--- config.mk ---
export PLATFORM = sky130hd
export DESIGN_NAME = swatt_exec_ctrl
export DESIGN_NICKNAME = d
export VERILOG_FILES = /design/src/rtl/swatt_exec_ctrl.sv
export SDC_FILE = /design/constraint.sdc
export NUM_CORES = 1
export LEC_CHECK = 0
export BUFFER_PORTS_ARGS = -buffer_cell sky130_fd_sc_hd__buf_2
export CAP_MARGIN = 0
export CORE_MARGIN = 2
export CORE_UTILIZATION = 49
export CTS_BUF_LIST = sky130_fd_sc_hd__clkbuf_16
export DETAILED_ROUTE_END_ITERATION = 10
export PLACE_DENSITY_LB_ADDON = 0.1
export SLEW_MARGIN = 10
export SYNTH_ARGS = -nofsm -noshare
export SYNTH_HDL_FRONTEND = slang
export SYNTH_SLANG_ARGS = --single-unit
--- constraint.sdc ---
create_clock -name clk -period 4.15 [get_ports clk]
set_input_delay 0.415 -clock clk [delete_from_list [all_inputs] [get_ports clk]]
set_output_delay 0.415 -clock clk [all_outputs]
set_load 0.005 [all_outputs]
--- src/rtl/swatt_exec_ctrl.sv ---
// swatt_exec_ctrl: execution controller for the SMEM attestation ROM.
// Defers interrupts while the PC is inside SMEM and releases them after a
// legal exit. Illegal entry or exit raises fault_reset until the CPU reaches
// the reset handler. Completed attestations are counted with saturation.
//
// Optional feature macro: SWATT_WATCHDOG_EN
//   defined   - RUN is bounded by MAX_CYCLES clock cycles and then faults
//   undefined - no watchdog; the cycle counter (and MAX_CYCLES) do not exist
//
// Ports:
//   clk, rst     clock, asynchronous active-high reset
//   pc[15:0]     current CPU program counter
//   irq_in       raw level interrupt request
//   irq_ack      CPU interrupt acknowledge pulse
//   irq_out      gated interrupt request to the CPU (combinational)
//   busy         high while in RUN or EXIT
//   fault_reset  registered fault reset into the core reset tree
//   att_count    completed attestations, saturating at 8'hFF
module swatt_exec_ctrl #(
  parameter logic [15:0] SMEM_BASE      = 16'hE000,
  parameter logic [15:0] SMEM_SIZE      = 16'h1000,
  parameter logic [15:0] LAST_SMEM_ADDR = SMEM_BASE + SMEM_SIZE - 16'd2,
  parameter logic [15:0] RESET_HANDLER  = 16'hFFFE
`ifdef SWATT_WATCHDOG_EN
  ,
  parameter logic [23:0] MAX_CYCLES     = 24'd2000000
`endif
) (
  input  logic        clk,
  input  logic        rst,
  input  logic [15:0] pc,
  input  logic        irq_in,
  input  logic        irq_ack,
  output logic        irq_out,
  output logic        busy,
  output logic        fault_reset,
  output logic [7:0]  att_count
);

  typedef enum logic [1:0] {
    S_IDLE  = 2'd0,
    S_RUN   = 2'd1,
    S_EXIT  = 2'd2,
    S_FAULT = 2'd3
  } state_e;

  state_e      state_q, state_d;
  logic        pending_q, pending_d;
  logic [7:0]  att_count_q, att_count_d;
  logic        fault_reset_q, fault_reset_d;
  logic        busy_q, busy_d;

  logic        in_smem_c, is_first_c, is_last_c;
  logic        wd_expire_c;
  logic        fault_entry_c;

  // Address decode
  assign in_smem_c  = (pc >= SMEM_BASE) && (pc <= LAST_SMEM_ADDR);
  assign is_first_c = (pc == SMEM_BASE);
  assign is_last_c  = (pc == LAST_SMEM_ADDR);

`ifdef SWATT_WATCHDOG_EN
  logic [23:0] cycle_cnt_q, cycle_cnt_d;

  assign wd_expire_c = (cycle_cnt_q == (MAX_CYCLES - 24'd1));

  // Cycle counter: restarts on entry, counts while RUN is held, never wraps
  always_comb begin
    cycle_cnt_d = cycle_cnt_q;
    if (state_q == S_IDLE && is_first_c) begin
      cycle_cnt_d = '0;
    end else if (state_q == S_RUN && state_d == S_RUN && cycle_cnt_q != MAX_CYCLES) begin
      cycle_cnt_d = cycle_cnt_q + 24'd1;
    end
    if (fault_entry_c) begin
      cycle_cnt_d = '0;
    end
  end

  always_ff @(posedge clk or posedge rst) begin
    if (rst) begin
      cycle_cnt_q <= '0;
    end else begin
      cycle_cnt_q <= cycle_cnt_d;
    end
  end
`else
  assign wd_expire_c = 1'b0;
`endif

  // Next-state logic; in RUN, leaving SMEM outranks the watchdog, which outranks the exit
  always_comb begin
    state_d     = state_q;
    att_count_d = att_count_q;
    case (state_q)
      S_IDLE: begin
        if (is_first_c) begin
          state_d = S_RUN;
        end else if (in_smem_c) begin
          state_d = S_FAULT;
        end
      end
      S_RUN: begin
        if (!in_smem_c) begin
          state_d = S_FAULT;
        end else if (wd_expire_c) begin
          state_d = S_FAULT;
        end else if (is_last_c) begin
          state_d = S_EXIT;
        end
      end
      S_EXIT: begin
        if (!in_smem_c) begin
          state_d = S_IDLE;
          if (att_count_q != 8'hFF) begin
            att_count_d = att_count_q + 8'd1;
          end
        end else if (!is_last_c) begin
          state_d = S_FAULT;
        end
      end
      S_FAULT: begin
        if (pc == RESET_HANDLER) begin
          state_d = S_IDLE;
        end
      end
      default: state_d = S_IDLE;
    endcase
  end

  assign fault_entry_c = (state_d == S_FAULT) && (state_q != S_FAULT);

  // Deferred-interrupt latch: set beats ack, fault entry clears it
  always_comb begin
    pending_d = pending_q;
    if (irq_in && (in_smem_c || state_q != S_IDLE)) begin
      pending_d = 1'b1;
    end else if (irq_ack) begin
      pending_d = 1'b0;
    end
    if (fault_entry_c) begin
      pending_d = 1'b0;
    end
    fault_reset_d = (state_d == S_FAULT);
    busy_d        = (state_d == S_RUN) || (state_d == S_EXIT);
  end

  always_ff @(posedge clk or posedge rst) begin
    if (rst) begin
      state_q       <= S_IDLE;
      pending_q     <= 1'b0;
      att_count_q   <= 8'd0;
      fault_reset_q <= 1'b0;
      busy_q        <= 1'b0;
    end else begin
      state_q       <= state_d;
      pending_q     <= pending_d;
      att_count_q   <= att_count_d;
      fault_reset_q <= fault_reset_d;
      busy_q        <= busy_d;
    end
  end

  // Zero-latency mask: nothing reaches the CPU while pc is in SMEM
  assign irq_out     = (irq_in | pending_q) & (state_q == S_IDLE) & ~in_smem_c;
  assign busy        = busy_q;
  assign fault_reset = fault_reset_q;
  assign att_count   = att_count_q;

endmodule
==> summary.md, run 1 <==
| Metric | Value |
|---|---|
| Cells on worst reg2reg path | `8` |
| Initial core utilization | `0.511` |
| Worst path bufs/invs | `2` |
| ANT cells | `0` |
| Register area share after synthesis | `0.433` |
| Total grt overflow | `0` |
| Netlist cell types | `26` |
| Status | `finished, final reports clean` |
| Vias in the first global route | `660` |
| Yosys reg bits | `13` |
| Sequential Power Share | `0.407` |
| Post-CTS Hold Fix Bufs | `0` |
| CP required | `4.27 ns` |
| Slew @ Worst Pin | `0.506 ns` |
| CTS Buf Count | `3` |
| Total GRT Usage | `0.208` |
| F_max | `0.483 GHz` |
| Layout area overhead | `33.1%` |
| Rows | `14` |
| CTS tree | `done` |
| Drt total wl | `1720 µm` |
| Gate power share | `0.273` |
| GPL Wtd Cong | `0.812` |
| Crit-path slowest cell | `a2111oi_1` |
| Most frequent cells in the layout | `30 x buf_2, 13 x dfrtp_1, 8 x nor2_1` |
| First-pass GRT wire length | `2820 µm` |
| DR vias | `700` |
| Final setup viols | `0` |
| Sw power | `177 µW` |
| WS Path Type | `in2reg` |
| Antenna violations before repair | `0` |
| Max-Cap Viols | `0` |
| TNS Setup | `0 ns` |
| Internal power | `378 µW` |
| Post-route DRC | `0` |
| Levels on crit path | `9` |
| Register-to-register setup slack | `2.37 ns` |
| Vias/cell | `5.56` |
| Power Total | `555 µW` |
| Type of origin of the critical path | `input pin` |
| Max clock buf depth | `2` |
| Fraction of layout cells with a size suffix above 1 | `0.345` |
| Top delay family on crit path | `compound AO/OA/AOI/OAI gates` |
| 1st-iter DRT viols | `9` |
| Final max-slew violation count | `0` |
| CP Max Fanout | `10` |
| CTS sink cnt | `13` |
| Worst-skew pair later-pin latency | `~0.24 ns` |
| H-tree Lvls | `1` |
| Post-Syn Area | `about 750 µm²` |
| Detail Route Antenna Nets | `0` |
| Die Width | `43.2 µm` |
| Root buffer selected by CTS | `clkbuf_16` |
| Dpl cell area | `922 µm²` |
| Post-layout net count | `133` |
| Relative slew slack | `0.662` |
| Synthesized instance count | `76` |
| Critical Path, Cell by Cell | `buf_2 > nand3_1 > or2_1 > o21bai_4 > inv_1 > a2111oi_1 > ha_1 > a21boi_0 > nor3_1` |
| DR WL/cell | `13.6 µm` |
| Leak pwr | `0.447 nW` |
| Synthesis Warnings | `0` |
| Switching portion of total power | `0.319` |
| Hold Violations, Final | `0` |
| IO buf count | `30` |
| RSZ-0062 raised after global routing | `no` |
| Boundary Pins | `31` |
| Crit-path max cell delay | `just over 0.4 ns` |
| Clock transition at path regs | `0.04 ns` |
| Clock skew | `0.00189 ns` |
| Post-route cell area | `1000 µm²` |
| HP Class | `in2async` |
| Maximum vdd drop | `0.355 mV` |
| Largest net degree at the start of global routing | `14` |
| Pwr dens | `555 nW/µm²` |
| WP data arrival | `2.19 ns` |
| Core area | `~1500 µm²` |
| Die area | `1860 µm²` |
| CTS resizes | `0` |
| Pre-antenna DRT Iters | `4` |
| Synthesized area per cell | `9.89 µm²` |
| Post-Synthesis Net Count | `98` |
| Tcrit/Tclk final | `0.499` |
| Power share of the clock group | `0.320` |
| Post-DP HPWL | `around 1300 µm` |
| Place WS | `1.86 ns` |
| Setup bufs post-CTS | `0` |
| Die Y-Extent | `43.2 µm` |
| Setup ws final | `2.08 ns` |
| Most common cell after layout, fill and taps aside | `buf_2` |
| Final min period | `2.07 ns` |
| CP Capture Type | `register` |
worst register-to-register path: stages, from the launching register on:
cell      delay, ns
dfrtp_1        0.44
nor2_1         0.22
nor4_1         0.07
nor2_1         0.09
nor2_1         0.05
a211oi_1       0.33
ha_1           0.24
a21boi_0       0.17
nor3_1         0.06
power groups by stage:
| stage | Sequential, mW | Combinational (mW) | Clock [mW] |
|---|---|---|---|
| final | 0.226 | 0.151 | 0.178 |
| after global routing | 0.232 | 0.170 | 0.186 |
| after CTS | 0.225 | 0.154 | 0.180 |
| after detailed placement | 0.226 | 0.151 | 0 |
| after global placement | 0.224 | 0.148 | 0 |
| after floorplan | 0.223 | 0.0805 | 0 |
metal layers:
layer	wire (µm)	vias to the layer above	part of all wire	global-route usage
met1	803	317	0.47	0.267
met2	780	26	0.45	0.313
met5	0	-	0	0
met3	97	6	0.056	0.0511
li1	-	351	-	-
met4	37	0	0.022	0.121
synthesized netlist by cell type:
master      n  area share
a2111oi_1   1       0.013
a211oi_1    1       0.010
a21boi_0    2       0.020
dfrtp_1    13        0.43
ha_1        2       0.033
inv_1       4       0.020
mux2_2      1       0.015
nand2_1     3       0.015
nand2b_1    1      0.0083
nand3_1     6       0.040
nand3_2     1       0.013
nand4_1     3       0.025
nand4_2     1       0.017
nor2_1      8       0.040
nor2b_1     1      0.0083
nor3_1      6       0.040
nor4_1      7       0.058
nor4_4      1       0.028
nor4b_1     1       0.012
nor4bb_1    1       0.013
o21ai_1     1      0.0066
o21bai_4    1       0.025
or2_1       1      0.0083
or3_1       2       0.017
xnor2_1     2       0.023
xor2_1      5       0.058
registers in the layout (all words and copies together) (netlist names):
register / flops
state_q: 2
att_count: 8
pending_q: 1
busy: 1
fault_reset: 1
cell families after synthesis:
family,Yosys count,synth area share
AOI/OAI and AO/OA,6,0.0749
xor gates and xnor gates,7,0.0815
adders and majority gates,2,0.0333
buffers and inverters,4,0.0200
DFF,13,0.433
muxes,1,0.0150
and+or+nand+nor,43,0.343
worst paths after layout:
check	end	startpoint
max reg2reg	pending_q$_DFFE_PP0P_	state_q[1]$_DFF_PP0_
min in group clk	pending_q$_DFFE_PP0P_	irq_in
max	pending_q$_DFFE_PP0P_	pc[13]
min reg2reg	att_count[7]$_DFFE_PP0P_	att_count[7]$_DFFE_PP0P_
min	busy$_DFF_PP0_	rst
max in group asynchronous	state_q[1]$_DFF_PP0_	rst
layout make-up:
cell class | instances | area, µm²
Clock inverter | 1 | 3.75
Fill cell | 120 | 470
Inverter | 4 | 15.0
Sequential cell | 13 | 325
Multi-Input combinational cell | 59 | 412
Tap cell | 16 | 20.0
Timing Repair Buffer | 30 | 150
Clock buffer | 3 | 75.1
metrics by stage:
stage           util  std cells  hold slack (ns)
5_1_grt        0.680        126            0.260
4_1_cts        0.680        126            0.209
3_5_place_dp   0.627        122            0.464
3_3_place_gp   0.627        122            0.453
6_report       0.680        126            0.195
2_1_floorplan      -         76            0.292
No activity file was read; power rests on OpenSTA's default activity.
==> run 2, diff against run 1 <==
--- a/config.mk
+++ b/config.mk
@@ -8,7 +8,7 @@
 export BUFFER_PORTS_ARGS = -buffer_cell sky130_fd_sc_hd__buf_2
 export CAP_MARGIN = 0
 export CORE_MARGIN = 2
-export CORE_UTILIZATION = 49
+export CORE_UTILIZATION = 41
 export CTS_BUF_LIST = sky130_fd_sc_hd__clkbuf_16
 export DETAILED_ROUTE_END_ITERATION = 10
 export PLACE_DENSITY_LB_ADDON = 0.1
==> constraint.sdc (replaced) <==
create_clock -name clk -period 1.8 [get_ports clk]
set_input_delay 0.18 -clock clk [delete_from_list [all_inputs] [get_ports clk]]
set_output_delay 0.18 -clock clk [all_outputs]
set_load 0.005 [all_outputs]
==> run 2 against run 1 <==
Non-clock buffer count rose by 9. Setup slack lost 1.9 ns. First-iteration DRC count up 33%. Clock power is 130% higher. Routed wire length is 0.35% higher. Design area increased by 9.1%.
==> summary.md, run 2 (synthesized netlist as in run 1, its figures left out) <==
| Metric | Value |
|---|---|
| Crit-path max cell delay | `0.42 ns` |
| GPL Wtd Cong | `between 0.8 and 0.9` |
| CP Capture Type | `register` |
| Detail Route Antenna Nets | `0` |
| Most common cell after layout, fill and taps aside | `buf_2` |
| Max FFs per register | `8` |
| DR WL/cell | `12.0 µm` |
| Die Width | `46.8 µm` |
| Clock skew | `0.00558 ns` |
| Sequential Power Share | `0.385` |
| CTS Buf Count | `3` |
| 1st-iter DRT viols | `12` |
| Core area | `1730 µm²` |
| Die Y-Extent | `between 40 and 50 µm` |
| Crit-path slowest cell | `dfrtp_1` |
| Boundary Pins | `31` |
| Layout area overhead | `45.3%` |
| Tcrit/Tclk final | `0.920` |
| Vias/cell | `5.06` |
| Top delay family on crit path | `simple AND/OR/NAND/NOR gates` |
| Final setup viols | `0` |
| Maximum vdd drop | `0.974 mV` |
| Total GRT Usage | `0.175` |
| CTS sink cnt | `13` |
| Max clock buf depth | `2` |
| HP Class | `in2reg` |
| Antenna violations before repair | `0` |
| WS Path Type | `reg2reg` |
| Utilization after layout | `0.633` |
| Final min period | `1.66 ns` |
| CTS tree | `done` |
| Root buffer selected by CTS | `clkbuf_16` |
| IO buf count | `30` |
| CP Max Fanout | `4` |
| Final max-slew violation count | `0` |
| WP data arrival | `around 1.8 ns` |
| Worst-skew pair later-pin latency | `0.24 ns` |
| RSZ-0062 raised after global routing | `yes` |
| Initial core utilization | `0.436` |
| Clock transition at path regs | `0.05 ns` |
| DR vias | `~730` |
| CP required | `1.95 ns` |
| Slew @ Worst Pin | `between 0.4 and 0.5 ns` |
| Type of origin of the critical path | `register` |
| Die area | `2190 µm²` |
| Pwr dens | `1210 nW/µm²` |
| Fraction of layout cells with a size suffix above 1 | `0.420` |
| Gate power share | `0.300` |
| Setup bufs post-CTS | `0` |
| Post-DP HPWL | `between 1000 and 1500 µm` |
| H-tree Lvls | `1` |
| Internal power | `901 µW` |
| Critical Path, Cell by Cell | `buf_4 > nor4b_1 > a2111oi_2 > ha_1 > a21boi_0 > nor3_1` |
| Rows | `15` |
| Hold Violations, Final | `0` |
| Power Total | `1.32 mW` |
| Max-Cap Viols | `0` |
| Fill cells | `158` |
| Relative slew slack | `0.672` |
| Post-route DRC | `0` |
| Drt total wl | `1730 µm` |
| Total grt overflow | `0` |
| Vias in the first global route | `671` |
| Worst path bufs/invs | `1` |
| Switching portion of total power | `0.316` |
| Pre-antenna DRT Iters | `4` |
| Leak pwr | `0.487 nW` |
| Power share of the clock group | `0.315` |
| First-pass GRT wire length | `2650 µm` |
| Most frequent cells in the layout | `30 x buf_2, 12 x dfrtp_1, 8 x buf_4` |
| Status | `finished, final reports clean` |
| F_max | `0.604 GHz` |
| Largest net degree at the start of global routing | `14` |
| Post-layout net count | `between 100 and 150` |
| ANT cells | `0` |
| Setup ws final | `0.144 ns` |
| Place WS | `-0.0459 ns` |
| Sw power | `roughly 420 µW` |
## run 2: per-layer routing
layer  global-route usage  routed length (µm)  up-vias  share of wire
met1                0.195                 735      337           0.43
met3               0.0462                  88        2          0.051
met5                    0                   0        -              0
met2                0.299                 886       19           0.51
met4                0.100                  15        0         0.0087
li1                     -                   -      370              -
## run 2: per-stage QoR
step	TNS (ns)	hold WS (ns)	std cells	area [µm²]
detailed placement	-0.0459	0.230	139	993
global route	-0.0280	0.284	144	1090
CTS	0	0.239	144	1080
global placement	0	0.215	139	993
finish	0	0.242	144	1090
floorplan	0	0.0570	76	752
## run 2: worst paths after layout
path                                           from                       end  slack, ns  cells after the start
min                                         irq_ack     pending_q$_DFFE_PP0P_       0.24                      4
min in group asynchronous                       rst  att_count[3]$_DFFE_PP0P_       0.50                      3
min reg2reg                att_count[5]$_DFFE_PP0P_  att_count[5]$_DFFE_PP0P_       0.50                      1
max reg2reg                    state_q[1]$_DFF_PP0_     pending_q$_DFFE_PP0P_       0.14                      6
max                            state_q[1]$_DFF_PP0_     pending_q$_DFFE_PP0P_       0.14                      6
max in group asynchronous                       rst      state_q[0]$_DFF_PP0_       0.94                      3
## run 2: power groups by stage
stage	Combinational, mW	Sequential [mW]	Clock, mW
floorplan	0.186	0.513	0
CTS	0.401	0.505	0.425
global route	0.444	0.529	0.439
finish	0.395	0.508	0.415
global placement	0.386	0.502	0
detailed placement	0.393	0.505	0
## run 2: area by class of cell
cell class	instances	area, µm²	share of cell area
Tap cell	25	31.3	0.0286
Clock buffer	3	75.1	0.0687
Inverter	4	15.0	0.0137
Sequential cell	13	327	0.299
Multi-Input combinational cell	59	419	0.384
Clock inverter	1	5.00	0.00458
Timing Repair Buffer	39	220	0.202
## run 2: worst register-to-register path, stage by stage, from the launching register on
cell       delay [ns]
dfrtp_1          0.42
buf_4            0.17
nor4b_1          0.38
a2111oi_2        0.10
ha_1             0.22
a21boi_0         0.12
nor3_1           0.15
## run 2: repair_timing
item,in CTS,in global routing
endpoints found under the setup margin,0,2
hold buffers,1,0
hold endpoints to repair,13,0
resized for setup,0,3
==> run 3, diff against run 2 <==
==> config.mk (replaced) <==
export PLATFORM = sky130hd
export DESIGN_NAME = swatt_exec_ctrl
export DESIGN_NICKNAME = d
export VERILOG_FILES = /design/src/rtl/swatt_exec_ctrl.sv
export SDC_FILE = /design/constraint.sdc
export NUM_CORES = 1
export LEC_CHECK = 0
export BUFFER_PORTS_ARGS = -buffer_cell sky130_fd_sc_hd__buf_4
export CAP_MARGIN = 0
export CORE_MARGIN = 2
export CORE_UTILIZATION = 41
export CTS_BUF_LIST = sky130_fd_sc_hd__clkbuf_16
export DETAILED_ROUTE_END_ITERATION = 10
export PLACE_DENSITY_LB_ADDON = 0.1
export SYNTH_ARGS = -nofsm -noshare
export SYNTH_HDL_FRONTEND = slang
export SYNTH_SLANG_ARGS = --single-unit
==> constraint.sdc (replaced) <==
create_clock -name clk -period 1.8 [get_ports clk]
set_input_delay 0.18 -clock clk [delete_from_list [all_inputs] [get_ports clk]]
set_output_delay 0.18 -clock clk [all_outputs]
set_load 0.05 [all_outputs]
==> run 3 against run 2 <==
Die area unchanged. Clock power down 2%. First-iteration DRC count shrank 42%. Register-to-register slack about the same. Critical path depth shrank 1.
==> summary.md, run 3 (synthesized netlist as in run 1, its figures left out) <==
| Metric | Value |
|---|---|
| Status | `finished, final reports clean` |
| Root buffer selected by CTS | `clkbuf_16` |
| Leak pwr | `0.516 nW` |
| CP Capture Type | `register` |
| Die Y-Extent | `between 40 and 50 µm` |
| Worst-skew pair later-pin latency | `0.24 ns` |
| Detail Route Antenna Nets | `0` |
| Max FFs per register | `8` |
| Final min period | `between 1.5 and 2 ns` |
| Post-DP HPWL | `1410 µm` |
| HP Class | `in2reg` |
| Most common cell after layout, fill and taps aside | `buf_4` |
| IO buf count | `30` |
| Final max-slew violation count | `0` |
| Hold slack | `0.231 ns` |
| Max-Cap Viols | `0` |
| Met3 usage | `0.0231` |
| 1st-iter DRT viols | `7` |
| Post-layout net count | `142` |
| Die Width | `46.8 µm` |
| Setup bufs post-CTS | `0` |
| Pwr dens | `about 1500 nW/µm²` |
| Total GRT Usage | `0.199` |
| DR vias | `734` |
| Total grt overflow | `0` |
| Utilization after layout | `0.681` |
| Setup ws final | `0.149 ns` |
| CP Max Fanout | `7` |
| F_max | `0.606 GHz` |
| Place WS | `-0.0563 ns` |
| GPL Wtd Cong | `0.797` |
| Clock skew | `roughly 0.0021 ns` |
| Register-to-register setup slack | `0.15 ns` |
| Drt total wl | `1820 µm` |
| Max clock buf depth | `2` |
| Reg-to-Reg Start | `att_count[0]$_DFFE_PP0P_` |
| Final setup viols | `0` |
| Tcrit/Tclk final | `0.917` |
| H-tree Lvls | `1` |
| Fill cells | `154` |
| First-pass GRT wire length | `3050 µm` |
| CP required | `1.92 ns` |
| Start point of the critical path | `att_count[0]$_DFFE_PP0P_` |
| Rows | `15` |
| CTS Buf Count | `3` |
| Crit path to | `att_count[1]$_DFFE_PP0P_` |
| Vias in the first global route | `738` |
| ANT cells | `0` |
| Core area | `1730 µm²` |
| Most frequent cells in the layout | `38 x buf_4, 10 x dfrtp_1, 8 x nor2_1` |
| Post-route DRC | `0` |
| CTS sink cnt | `13` |
| Gr busiest metal | `met2` |
| RR Endpoint | `att_count[1]$_DFFE_PP0P_` |
| Met1 Use GR | `0.218` |
| Power Total | `1.71 mW` |
| CTS tree | `done` |
| WP data arrival | `~1.8 ns` |
| Antenna violations before repair | `0` |
| Post-route cell area | `1180 µm²` |
| Pre-antenna DRT Iters | `3` |
| Die area | `2190 µm²` |
| Maximum vdd drop | `about 1.4 mV` |
| RSZ-0062 raised after global routing | `no` |
| Slew @ Worst Pin | `0.478 ns` |
| Cells on worst reg2reg path | `5` |
| Boundary Pins | `31` |
| DR WL/cell | `12.6 µm` |
| Dpl cell area | `1080 µm²` |
| M2 GR Usage | `0.373` |
| Layout area overhead | `56.4%` |
| WS Path Type | `reg2reg` |
| Hold Violations, Final | `0` |
| Fraction of layout cells with a size suffix above 1 | `0.437` |
| Initial core utilization | `0.436` |
| Type of origin of the critical path | `register` |
| Vias/cell | `between 5 and 6` |
| Relative slew slack | `0.681` |
| Largest net degree at the start of global routing | `14` |
| Clock transition at path regs | `0.04 ns` |
-- run 3: cell type report --
| class | count | area (µm²) | area share |
|---|---|---|---|
| clock buffer | 3 | 75.1 | 0.0638 |
| sequential | 13 | 329 | 0.280 |
| inverter | 4 | 15.0 | 0.0128 |
| multi-input combinational | 59 | 427 | 0.363 |
| tap | 25 | 31.3 | 0.0266 |
| timing repair buffer | 39 | 295 | 0.251 |
| clock inverter | 1 | 3.75 | 0.00319 |
-- run 3: worst min path at each step --
| stage | from | endpoint | cells after the start | slack (ns) |
|---|---|---|---|---|
| after detailed placement | rst | state_q[0]$_DFF_PP0_ | 2 | 0.24 |
| after CTS | irq_ack | pending_q$_DFFE_PP0P_ | 4 | 0.23 |
| after floorplan | rst | att_count[2]$_DFFE_PP0P_ | 1 | 0.06 |
| final | irq_ack | pending_q$_DFFE_PP0P_ | 4 | 0.23 |
| after global routing | irq_in | pending_q$_DFFE_PP0P_ | 3 | 0.25 |
| after global placement | rst | state_q[0]$_DFF_PP0_ | 2 | 0.23 |
-- run 3: where the power goes --
part           internal [mW]  total, mW  switching (mW)  leakage (nW)
clock network          0.292      0.407           0.115        0.0423
logic                  0.270      0.774           0.504         0.323
registers              0.399      0.525           0.126         0.151
-- run 3: metrics by stage --
step,setup TNS (ns),instances
after floorplan,0,76
after global placement,0,139
after detailed placement,-0.0563,139
after CTS,0,144
after global routing,0,144
final,0,144
-- run 3: worst max-delay path: stages, from the launching register on --
cell     delay [ns]
dfrtp_2        0.41
ha_1           0.22
nand3_1        0.09
o21ai_1        0.38
nor2_1         0.15
mux2_2         0.29
-- run 3: what timing repair did --
action	in CTS	in global routing
pin swaps	0	0
hold buffers	1	0
hold endpoints to repair	13	0
gates resized for setup	1	2
cloned	0	0
endpoints found under the setup margin	1	1
-- run 3: routing by layer --
metal	up-vias	part of all wire	wire length (µm)
li1	365	-	-
met1	347	0.37	676
met2	17	0.56	1020
met3	5	0.045	82
met4	0	0.019	34
met5	-	0	0
